File: src/rtl/inst_fetch.sv
// Instruction fetch unit: holds the PC, issues one req/gnt/rvalid fetch at a time,
// and presents returned words to decode through an output register plus a one-entry skid buffer.
module inst_fetch #(
   parameter logic [31:0] RESET_PC = 32'h0000_0000,
   parameter logic [31:0] NOP_INS  = 32'h0000_0013
) (
   input  logic        clk,
   input  logic        rst,
   input  logic        jump_flag_i,
   input  logic [31:0] jump_addr_i,
   input  logic        hold_i,
   output logic        mem_req_o,
   output logic [31:0] mem_addr_o,
   input  logic        mem_gnt_i,
   input  logic        mem_rvalid_i,
   input  logic [31:0] mem_rdata_i,
   output logic [31:0] ins_o,
   output logic [31:0] ins_addr_o,
   output logic        ins_valid_o
);

   typedef enum logic [1:0] {IDLE, REQ, WAIT, FLUSH} state_t;

   state_t      state;
   logic [31:0] pc;
   logic [31:0] req_addr;
   logic [31:0] skid_ins;
   logic [31:0] skid_addr;
   logic        skid_valid;
   logic        consume;
   logic        resp;
   logic        jump;
   logic [31:0] jump_pc;

   // Requests stall while the skid holds a word, so a response always has somewhere to land.
   assign mem_req_o  = (state == REQ) && !skid_valid;
   assign mem_addr_o = pc;
   assign consume    = ins_valid_o && !hold_i;
   assign resp       = (state == WAIT) && mem_rvalid_i;
   assign jump       = jump_flag_i && (state != IDLE);
   assign jump_pc    = jump_addr_i & ~32'h0000_0003;

   always_ff @(posedge clk or posedge rst) begin
      if (rst) begin
         state       <= IDLE;
         pc          <= RESET_PC;
         req_addr    <= RESET_PC;
         ins_o       <= NOP_INS;
         ins_addr_o  <= RESET_PC;
         ins_valid_o <= 1'b0;
         skid_valid  <= 1'b0;
         skid_ins    <= NOP_INS;
         skid_addr   <= RESET_PC;
      end else if (jump) begin
         pc          <= jump_pc;
         ins_valid_o <= 1'b0;
         ins_o       <= NOP_INS;
         skid_valid  <= 1'b0;
         // A grant taken in the jump cycle leaves a response in flight that FLUSH must swallow.
         case (state)
            REQ:     state <= (mem_req_o && mem_gnt_i) ? FLUSH : REQ;
            WAIT:    state <= mem_rvalid_i ? REQ : FLUSH;
            FLUSH:   state <= mem_rvalid_i ? REQ : FLUSH;
            default: state <= REQ;
         endcase
      end else begin
         case (state)
            IDLE: state <= REQ;
            REQ: begin
               if (mem_req_o && mem_gnt_i) begin
                  req_addr <= pc;
                  pc       <= pc + 32'd4;
                  state    <= WAIT;
               end
            end
            WAIT: begin
               if (mem_rvalid_i) state <= REQ;
            end
            FLUSH: begin
               if (mem_rvalid_i) state <= REQ;
            end
            default: state <= IDLE;
         endcase

         if (resp && (!ins_valid_o || consume)) begin
            ins_o       <= mem_rdata_i;
            ins_addr_o  <= req_addr;
            ins_valid_o <= 1'b1;
         end else if (resp) begin
            skid_valid <= 1'b1;
            skid_ins   <= mem_rdata_i;
            skid_addr  <= req_addr;
         end else if (consume && skid_valid) begin
            ins_o       <= skid_ins;
            ins_addr_o  <= skid_addr;
            ins_valid_o <= 1'b1;
            skid_valid  <= 1'b0;
         end else if (consume) begin
            ins_valid_o <= 1'b0;
            ins_o       <= NOP_INS;
         end
      end
   end

endmodule

File: config.mk
export PLATFORM = sky130hd
export DESIGN_NAME = inst_fetch
export DESIGN_NICKNAME = d
export VERILOG_FILES = /design/src/rtl/inst_fetch.sv
export SDC_FILE = /design/constraint.sdc
export NUM_CORES = 1
export LEC_CHECK = 0
export ABC_AREA = 0
export BUFFER_PORTS_ARGS = -buffer_cell sky130_fd_sc_hd__buf_2
export CAP_MARGIN = 20
export CORE_ASPECT_RATIO = 1.4
export CORE_MARGIN = 3
export CORE_UTILIZATION = 50
export DETAILED_ROUTE_END_ITERATION = 6
export GPL_TIMING_DRIVEN = 0
export PLACE_DENSITY_LB_ADDON = 0.05
export SLEW_MARGIN = 20
export SYNTH_ARGS = -nofsm -noshare
export SYNTH_HDL_FRONTEND = slang
export SYNTH_SLANG_ARGS = --single-unit
File: constraint.sdc
create_clock -name clk -period 8.2 [get_ports clk]
set_clock_uncertainty 0.15 [all_clocks]
set_input_delay 1.64 -clock clk [delete_from_list [all_inputs] [get_ports clk]]
set_output_delay 1.64 -clock clk [all_outputs]
set_load 0.02 [all_outputs]
==> impl_results.md, run 1 <==
- Post-synth cell types: 58
- Die area: 18300 sq um
- Hold-fix buffers at CTS: 0
- Largest net degree at the start of global routing: 102
- First-pass GRT wire length: 34500 um
- Min-delay worst type: flip-flop to flip-flop
- Synth warn: 0
- Worst Setup SP: state[1]
- Max Slew Vio Count: 0
- Final Hold Violating Endpoints: 0
- Fin nets: 1007
- Synth async-reset ratio: 100%
- Layout cell share with drive strength beyond 1: 27.5%
- CP Capture Type: output port
- FF-to-FF Start: mem_addr_o[3]
- Initial antenna violation count: 3
- RSZ-0062 raised after global routing: false
- Die width: 115 um
- Post-Synthesis Cells: 753
- Critical Path AT: 1.45 ns
- Peak supply drop: 0.000120 V
- Per-cell routed wire length: 18.3 um
- Power Dens Cells: 242 nW/um^2
- Worst-Skew Late Latency: 0.42 ns
- Core Rows: 55
- Commonest non-fill, non-tap cell in the layout: dfrtp_1
- Maxcap violations: 0
- Crit Path Max Fanout: 10
- Kind of critical path: flip-flop to output port
- Post-layout minimum cycle time: 3.24 ns
- Slew @ Worst Pin: 0.786 ns
- Commonest non-fill, non-tap cells in the layout: dfrtp_1, buf_2, nand2_1, o21ai_0, mux2_1
- Register area: 4710 sq um
- P_leak: 0.00530 uW
- Port Buf Inserts: 160
- Initial drt markers: 391
- H-tree depth: 4
- CTS resizes: 0
- EDFF count, synth: 0
- HPWL Detailed: 15200 um
- DRT Pass-1 Iters: 7
- Setup TNS: 0 ns
- Via Count: 6425
- Die H: 159 um
- Gpl congestion: 0.840
- Flop2flop setup slack: 5.81 ns
- CTS clk-pin slew, worst paths: 0.07 ns
- Via density: 5.59
- Fmax achieved: 309 MHz
- Kind of start point of the critical path: flip-flop
- CP required: 6.41 ns
- Root Buffer: clkbuf_16
- Vias in the first global route: 6764
- Fin util: 62.3%
- Initial Utilization: 51.4%
- Area of the multi-input gates: 3340 sq um
- Cell taking the most area after synthesis: dfrtp_1
- Synth top area share: 54.5%
- Fill cells: 1380
- Final ANT Viol Nets: 0
- Clk sinks: 188
- Register area share after synthesis: 56.4%
- Grt total ovfl: 0
- Final Worst Setup Slack: 4.96 ns
- Synth Register Bits: 188
- Post-place setup slack: 4.54 ns
- Core region area: 16200 sq um
- Final cell count without fillers: 1150
- Clock Tree Buf Depth: 2
- Area contributors post-synth: dfrtp_1, nand2_1, mux2_1
- Fin crit share: 39.5%
- Synth Flop Type: dfrtp_1
- Syn avg cell area: 11.1 sq um
- CTS tree: yes
- Synthesis-to-layout area growth: 21.2%
- Slew headroom: 47.5%
- Routed WL: 21100 um
- Drt drc: 0
- All-Layer GR Usage: 23.7%
- Final setup vio count: 0
- Inst Count DP: 1116
- Setup Fix Bufs, Post-CTS: 0
- Hold path start: skid_ins[12]
- Clock buffer count from CTS: 17
- I/O pins: 168
- Mapped Area: 8350 sq um
- Status: finished clean
report_power, final:
group	switching [uW]	leakage (uW)	internal, uW	total (uW)
combinational	242	0.00248	133	375
clock	362	0.000325	575	937
sequential	112	0.00249	1030	1140
total	716	0.00530	1740	2450
metal layers:
| layer | share of wire [%] | vias to the layer above | GRT usage, % |
|---|---|---|---|
| li1 | - | 3009 | - |
| met1 | 40 | 3182 | 28.4 |
| met2 | 52 | 189 | 40.7 |
| met3 | 5.4 | 41 | 6.21 |
| met4 | 2.3 | 4 | 8.22 |
| met5 | 0.14 | - | 0 |
critical path, stage by stage, from the launching register on:
cell	delay [ns]
dfrtp_1	0.38
buf_2	0.18
nor3b_1	0.25
buf_2	0.21
through the flow:
| step | power, uW | area, sq um | hold slack [ns] |
|---|---|---|---|
| floorplan | 1380 | 8360 | 0.294 |
| global placement | 1510 | 9410 | 0.302 |
| detailed placement | 1530 | 9450 | 0.312 |
| CTS | 2470 | 10100 | 0.328 |
| global route | 2560 | 10100 | 0.351 |
| finish | 2450 | 10100 | 0.323 |
final cells by class:
| cell class | count | area share (%) |
|---|---|---|
| diodes | 2 | 0.0495 |
| plain buffers | 49 | 2.47 |
| clock buffers | 18 | 4.24 |
| clock inverters | 14 | 2.35 |
| inverters | 17 | 0.705 |
| multi-input cells | 502 | 33.0 |
| flip-flops and latches | 188 | 46.6 |
| well taps | 199 | 2.46 |
| repair buffers | 161 | 8.18 |
synth_stat cells, drive strengths merged, types with 3 or more instances:
library cell  count
dfstp             6
a22oi             7
nand3b            3
nand4            10
a21o             31
buf              26
xnor2             3
inv              17
a31oi             3
a21oi            16
nor4              5
mux2i            32
nor3              4
o211ai            8
a22o             29
mux2             59
and3              3
clkbuf           23
nor3b             4
xor2              7
nand3            14
nor2             23
o21ai            61
dfrtp           182
a222oi            3
or3               5
nand2           145
o311ai            4
registers in the layout (all words and copies together), names as in the netlist:
signal / count
req_addr: 30
skid_valid: 1
skid_ins: 32
ins_valid_o: 1
ins_o: 32
skid_addr: 30
state: 2
ins_addr_o: 30
mem_addr_o: 30
path summary, 6_finish.rpt:
kind                                  endpoint  cells past startpoint
worst max-delay path                 mem_req_o                      3
worst min-delay path                 ins_o[12]                      1
worst max register to register  mem_addr_o[28]                      6
worst min register to register       ins_o[12]                      1
max in group asynchronous        skid_addr[30]                      3
min in group asynchronous             ins_o[9]                      2
cells by family (layout without fill, tap and decap cells):
family	count (synthesis)	count (layout)	synth area share [%]
xor+xnor	10	10	1.05
flops	188	188	56.4
buf+inv	66	259	3.76
other cells	1	6	0.0449
mux	91	91	11.8
simple gates	223	223	12.7
fa+ha+maj	1	1	0.150
compound gates	173	173	14.0
Power figures use the tool's default switching activity.
==> run 2: changes to the inputs <==
- ABC_AREA: 0 -> 1
- clock period: 8.2 -> 2.66 ns (I/O delays scaled with it)
==> run 2 against run 1 <==
Count of clock-buffer cells in the layout up 2. Routed wire length up 7.2%. Flip-flop and latch count unchanged. Cell count up 23%. Sequential share of layout area down 0.95 points. Worst setup slack worse by 4.5 ns. Critical endpoint is now skid_addr[18]. Largest power group unchanged.
==> impl_results.md, run 2 <==
- Syn avg cell area: 8.37 sq um
- Initial Utilization: 51.8%
- Root Buffer: clkbuf_16
- Core Rows: 55
- Synth Area in Compound Gates: 14.4%
- Drt drc: 0
- Setup Fix Bufs, Post-CTS: 0
- Die width: 116 um
- H-tree depth: 4
- Synth Area in Adders: 0.147%
- Commonest non-fill, non-tap cells in the layout: nand2_1, dfrtp_1, buf_2, inv_1, nor2_1
- Most frequent cell after synthesis: nand2_1
- Kind of critical path: flip-flop to flip-flop
- Final Worst Setup Slack: 0.420 ns
- Port Buf Inserts: 161
- Synth Area in XOR/XNOR: 1.34%
- Largest regs: ins_o: 32 flops, skid_ins: 32 flops
- Status: finished clean
- Peak supply drop: 0.000556 V
- Critical Path AT: 2.38 ns
- Kind of start point of the critical path: flip-flop
- Grt total ovfl: 0
- Antenna cells: 0
- Simple-Gate Fraction of Synth Area: 20.8%
- EDFF count, synth: 0
- GRT Max-Usage Layer: met2
- Via density: 5.13
- Die H: 160 um
- Synth Flop Type: dfrtp_1
- Initial antenna violation count: 0
- DRT Pass-1 Iters: 5
- Worst-Skew Late Latency: 0.43 ns
- RSZ-0062 raised after global routing: false
- Post-layout minimum cycle time: 2.24 ns
- Commonest non-fill, non-tap cell in the layout: nand2_1
- Final Hold Violating Endpoints: 0
- Final ANT Viol Nets: 0
- Initial drt markers: 512
- Post-synth cell types: 32
- Gpl congestion: 0.928
- Fmax achieved: 446 MHz
- Fin crit share: 84.2%
- CP Capture Type: flip-flop
- Fill cells: 1483
- CTS clk-pin slew, worst paths: 0.07 ns
- Commonest cells post-synth: nand2_1, dfrtp_1, inv_1, nor2_1, o21ai_0
- Clk sinks: 188
- Post-place setup slack: 0.342 ns
- Routing usage on met1: 31.5%
- Area of the multi-input gates: 3130 sq um
- Synthesis-to-layout area growth: 21.8%
- Via Count: 7257
- Vias in the first global route: 7103
- Crit Path Max Fanout: 10
- Core region area: 16400 sq um
- Final setup vio count: 0
- First-pass GRT wire length: 36300 um
- Main combinational cell family by area after synthesis: simple AND/OR/NAND/NOR gates
- Synth Register Bits: 188
- I/O pins: 168
- Met2 GRT Util: 42.4%
- Mapped Area: 8480 sq um
- Clock Tree Buf Depth: 2
- Met3 Use GR: 4.70%
- Setup TNS: 0 ns
- Register area: 4710 sq um
- Max Slew Vio Count: 0
- Synth async-reset ratio: 100%
- CTS tree: yes
- Synth top area share: 53.7%
- CP required: 2.80 ns
- Slew headroom: 53.5%
- Register area share after synthesis: 55.5%
- Area contributors post-synth: dfrtp_1, nand2_1, inv_1
- HPWL Detailed: 16800 um
- Multiplexer share of the synthesized area: 0%
- Fin nets: 1275
- Slew @ Worst Pin: 0.697 ns
- Die area: 18600 sq um
- Largest net degree at the start of global routing: 34
- Maxcap violations: 0
- P_leak: 0.00534 uW
- Post-Synthesis Cells: 1014
- Per-cell routed wire length: 16.0 um
- Routed WL: 22600 um
- Cell taking the most area after synthesis: dfrtp_1
- Min-delay worst type: input pin to flip-flop
- Synth warn: 0
- Power Dens Cells: 1080 nW/um^2
- Clock buffer count from CTS: 17
- All-Layer GR Usage: 24.9%
- Layout cell share with drive strength beyond 1: 21.1%
[run 2: cell count changes after synthesis, moves of 22 or more]
cell and delta:
a21o_1 -31, a22o_1 -29, a22oi_1 +22, a31oi_1 +29, inv_1 +78, mux2_1 -33, mux2_2 -26, mux2i_1 -32
nand2_1 +192, nor2_1 +54, o21ai_1 +45
[run 2: final cells by class]
class / instances / share of cell area [%]
sequential: 188 / 45.6
multi-input combinational: 678 / 30.3
timing repair buffer: 168 / 9.06
clock buffer: 20 / 4.52
inverter: 100 / 3.67
buffer: 51 / 2.68
tap: 199 / 2.41
clock inverter: 11 / 1.73
[run 2: metrics by stage]
step	area (sq um)	util, %	std cells	total power, uW	hold WS (ns)
finish	10300	63.1	1415	11200	0.172
global route	10300	63.1	1415	11900	0.171
CTS	10300	63.1	1415	11300	0.162
detailed placement	9670	59.1	1383	8480	0.310
global placement	9550	58.3	1377	8360	0.307
floorplan	8500	-	1017	7150	0.301
[run 2: final timing paths]
| check | from | endpoint | slack, ns | cells past startpoint |
|---|---|---|---|---|
| setup / recovery | state[0] | skid_addr[18] | 0.42 | 7 |
| max in group asynchronous | rst | ins_o[0] | 0.95 | 6 |
| setup reg to reg | state[0] | skid_addr[18] | 0.42 | 7 |
| hold / removal | jump_addr_i[11] | mem_addr_o[11] | 0.17 | 3 |
| min in group asynchronous | rst | ins_o[5] | 0.44 | 3 |
| hold reg to reg | ins_o[14] | ins_o[14] | 0.32 | 2 |
[run 2: metal layers]
| metal | part of all wire, % | vias up |
|---|---|---|
| met4 | 2.6 | 0 |
| met1 | 42 | 3393 |
| met2 | 51 | 210 |
| met3 | 4.6 | 36 |
| li1 | - | 3618 |
| met5 | 0 | - |
[run 2: power by group]
group          switching [uW]  internal, uW  leakage [uW]  total, uW
clock network            1110          1660      0.000310       2770
registers                 876          3980       0.00239       4860
logic                    2290          1270       0.00264       3560
[run 2: worst max-delay path, stage by stage (launching register included)]
cell and delay [ns]:
dfrtp_1 0.44, inv_2 0.08, nand3_1 0.13, a21oi_4 0.30, inv_2 0.12, nand3_2 0.17, clkbuf_1 0.56, o21ai_1 0.15
[run 2: kinds of logic (layout without fill, tap and decap cells)]
logic type	Yosys count	in the layout
AO/OA/AOI/OAI	208	208
XOR/XNOR	13	13
adder cells (fa/ha/maj)	1	1
buffers and inverters	151	350
flip-flops	188	188
other	1	4
AND/OR/NAND/NOR	452	452
[run 2: repair_timing]
item,4_1_cts,5_1_grt
endpoints found under the hold margin,7,0
hold buffers,1,0
gates resized for setup,0,0
==> run 3: changes to the inputs <==
- clock period: 2.66 -> 2.3 ns (I/O delays scaled with it)
==> run 3 against run 2 <==
Hold slack got worse by 0.070 ns. Clock power up 16%. Utilization about the same. Design area hardly changed. Cell count stayed put. Register-to-register slack lost 0.22 ns. Count of clock-buffer cells in the layout did not move. First-iteration DRC count shrank 1.6%. Non-clock buffer count unchanged. Combinational power increased by 16%. Via count grew 0.17%. Routed wire length barely moved.
==> impl_results.md, run 3 (synthesis gave the netlist of run 2 again) <==
- Status: finished clean
- Reg2Reg Depth: 7
- Crit-path cells: inv_2, nand3_1, a21oi_4, inv_2, nand3_2, clkbuf_1, o21ai_1
- Initial Utilization: 51.8%
- CTS tree: yes
- Maxcap violations: 0
- All-Layer GR Usage: 24.9%
- Crit. path cell count: 7
- Core Rows: 55
- Vias in the first global route: 7103
- HPWL Detailed: 16800 um
- Largest net degree at the start of global routing: 34
- Worst-Skew Late Latency: 0.43 ns
- Commonest non-fill, non-tap cells in the layout: nand2_1, dfrtp_1, buf_2, inv_1, nor2_1
- Power Dens Cells: 1250 nW/um^2
- Grt total ovfl: 0
- Fin nets: 1275
- Slew headroom: 57.0%
- P_leak: 0.00534 uW
- Die area: 18600 sq um
- Per-cell routed wire length: 15.9 um
- Final ANT Viol Nets: 0
- Core region area: 16400 sq um
- Critical path's largest stage delay: 0.45 ns
- Die width: 116 um
- Gpl congestion: 0.928
- Min-delay worst type: input pin to flip-flop
- Via Count: 7269
- Max Slew Vio Count: 0
- Initial antenna violation count: 0
- Fin crit share: 91.4%
- Die H: 160 um
- Final instance area: 10300 sq um
- DP Area: 9670 sq um
- Kind of critical path: flip-flop to flip-flop
- Root Buffer: clkbuf_16
- Critical path's slowest cell: clkbuf_1
- Largest regs: ins_o: 32 flops, skid_ins: 32 flops
- H-tree depth: 4
- I/O pins: 168
- CP delay by family, top: buffers and inverters
- Post-layout minimum cycle time: 2.10 ns
- Final setup vio count: 0
- Slew @ Worst Pin: 0.646 ns
- Setup Fix Bufs, Post-CTS: 0
- Most used cell, CP: inv_2
- Initial drt markers: 504
- Fill cells: 1483
- Commonest non-fill, non-tap cell in the layout: nand2_1
- CTS clk-pin slew, worst paths: 0.07 ns
- DRT Pass-1 Iters: 5
- Routed WL: 22600 um
- CP Capture Type: flip-flop
- First-pass GRT wire length: 36300 um
- Hold Crit Depth: 3
- Crit Path Max Fanout: 10
- Peak supply drop: 0.000638 V
- Via density: 5.14
- Clock Tree Buf Depth: 2
- Critical Path AT: 2.24 ns
- Clock buffer count from CTS: 17
- Fmax achieved: 476 MHz
- Clk sinks: 188
- Antenna cells: 0
- Layout cell share with drive strength beyond 1: 21.2%
- Drt drc: 0
- Final Hold Violating Endpoints: 0
- Buffers & Inverters on Critical Path: 3
- Port Buf Inserts: 161
- CP required: 2.44 ns
- RSZ-0062 raised after global routing: false
- Kind of start point of the critical path: flip-flop
- Synthesis-to-layout area growth: 21.8%
- Hold_ws: 0.102 ns
run 3: changes by cell type in the layout (fill, tap and decap cells not counted):
cell,previous run,this run
clkbuf_2,0,1
clkbuf_1,14,13
run 3: final timing paths:
| kind | from | slack (ns) | to |
|---|---|---|---|
| max | state[0] | 0.20 | skid_ins[6] |
| min | jump_addr_i[11] | 0.10 | mem_addr_o[11] |
| max reg2reg | state[0] | 0.20 | skid_ins[6] |
| min reg2reg | ins_o[14] | 0.32 | ins_o[14] |
| max in group asynchronous | rst | 0.66 | ins_o[0] |
| min in group asynchronous | rst | 0.37 | ins_o[5] |
run 3: worst min-delay path, stage by stage:
cell     delay [ns]
buf_2          0.08
nand2_1        0.04
nand3_1        0.07
run 3: final cells by class:
type,count,area (sq um),area share (%)
clock buffers,20,467,4.52
clock inverters,11,179,1.73
plain buffers,51,278,2.69
repair buffers,168,936,9.06
inverters,100,379,3.67
flip-flops and latches,188,4710,45.6
well taps,199,249,2.41
multi-input cells,678,3130,30.3
run 3: where the power goes:
part	switching, uW	internal [uW]	leakage, uW	total [uW]
clock network	1280	1920	0.000310	3200
logic	2650	1470	0.00264	4120
registers	1010	4600	0.00239	5610
run 3: timing repair:
action                                 4_1_cts  5_1_grt
gates resized for setup                      0        2
hold buffers                                 1        0
endpoints found under the hold margin        7        0
setup endpoints to repair                    0       10
run 3: metal layers:
layer / routed length [um] / vias to the layer above / global-route usage (%)
li1: - / 3617 / -
met1: 9470 / 3400 / 31.5
met2: 11500 / 217 / 42.4
met3: 1040 / 35 / 4.70
met4: 588 / 0 / 8.55
met5: 0 / - / 0
run 3: metrics by stage:
| step | utilization, % | TNS [ns] | std cells | worst slack, ns | power, uW |
|---|---|---|---|---|---|
| 2_1_floorplan | - | -132.76 | 1017 | -0.726 | 8260 |
| 3_3_place_gp | 58.3 | -366.94 | 1377 | -2.00 | 9670 |
| 3_5_place_dp | 59.1 | 0 | 1383 | 0.0540 | 9810 |
| 4_1_cts | 63.1 | 0 | 1415 | 0.0823 | 13000 |
| 5_1_grt | 63.1 | 0 | 1415 | 0.0119 | 13800 |
| 6_report | 63.1 | 0 | 1415 | 0.197 | 12900 |
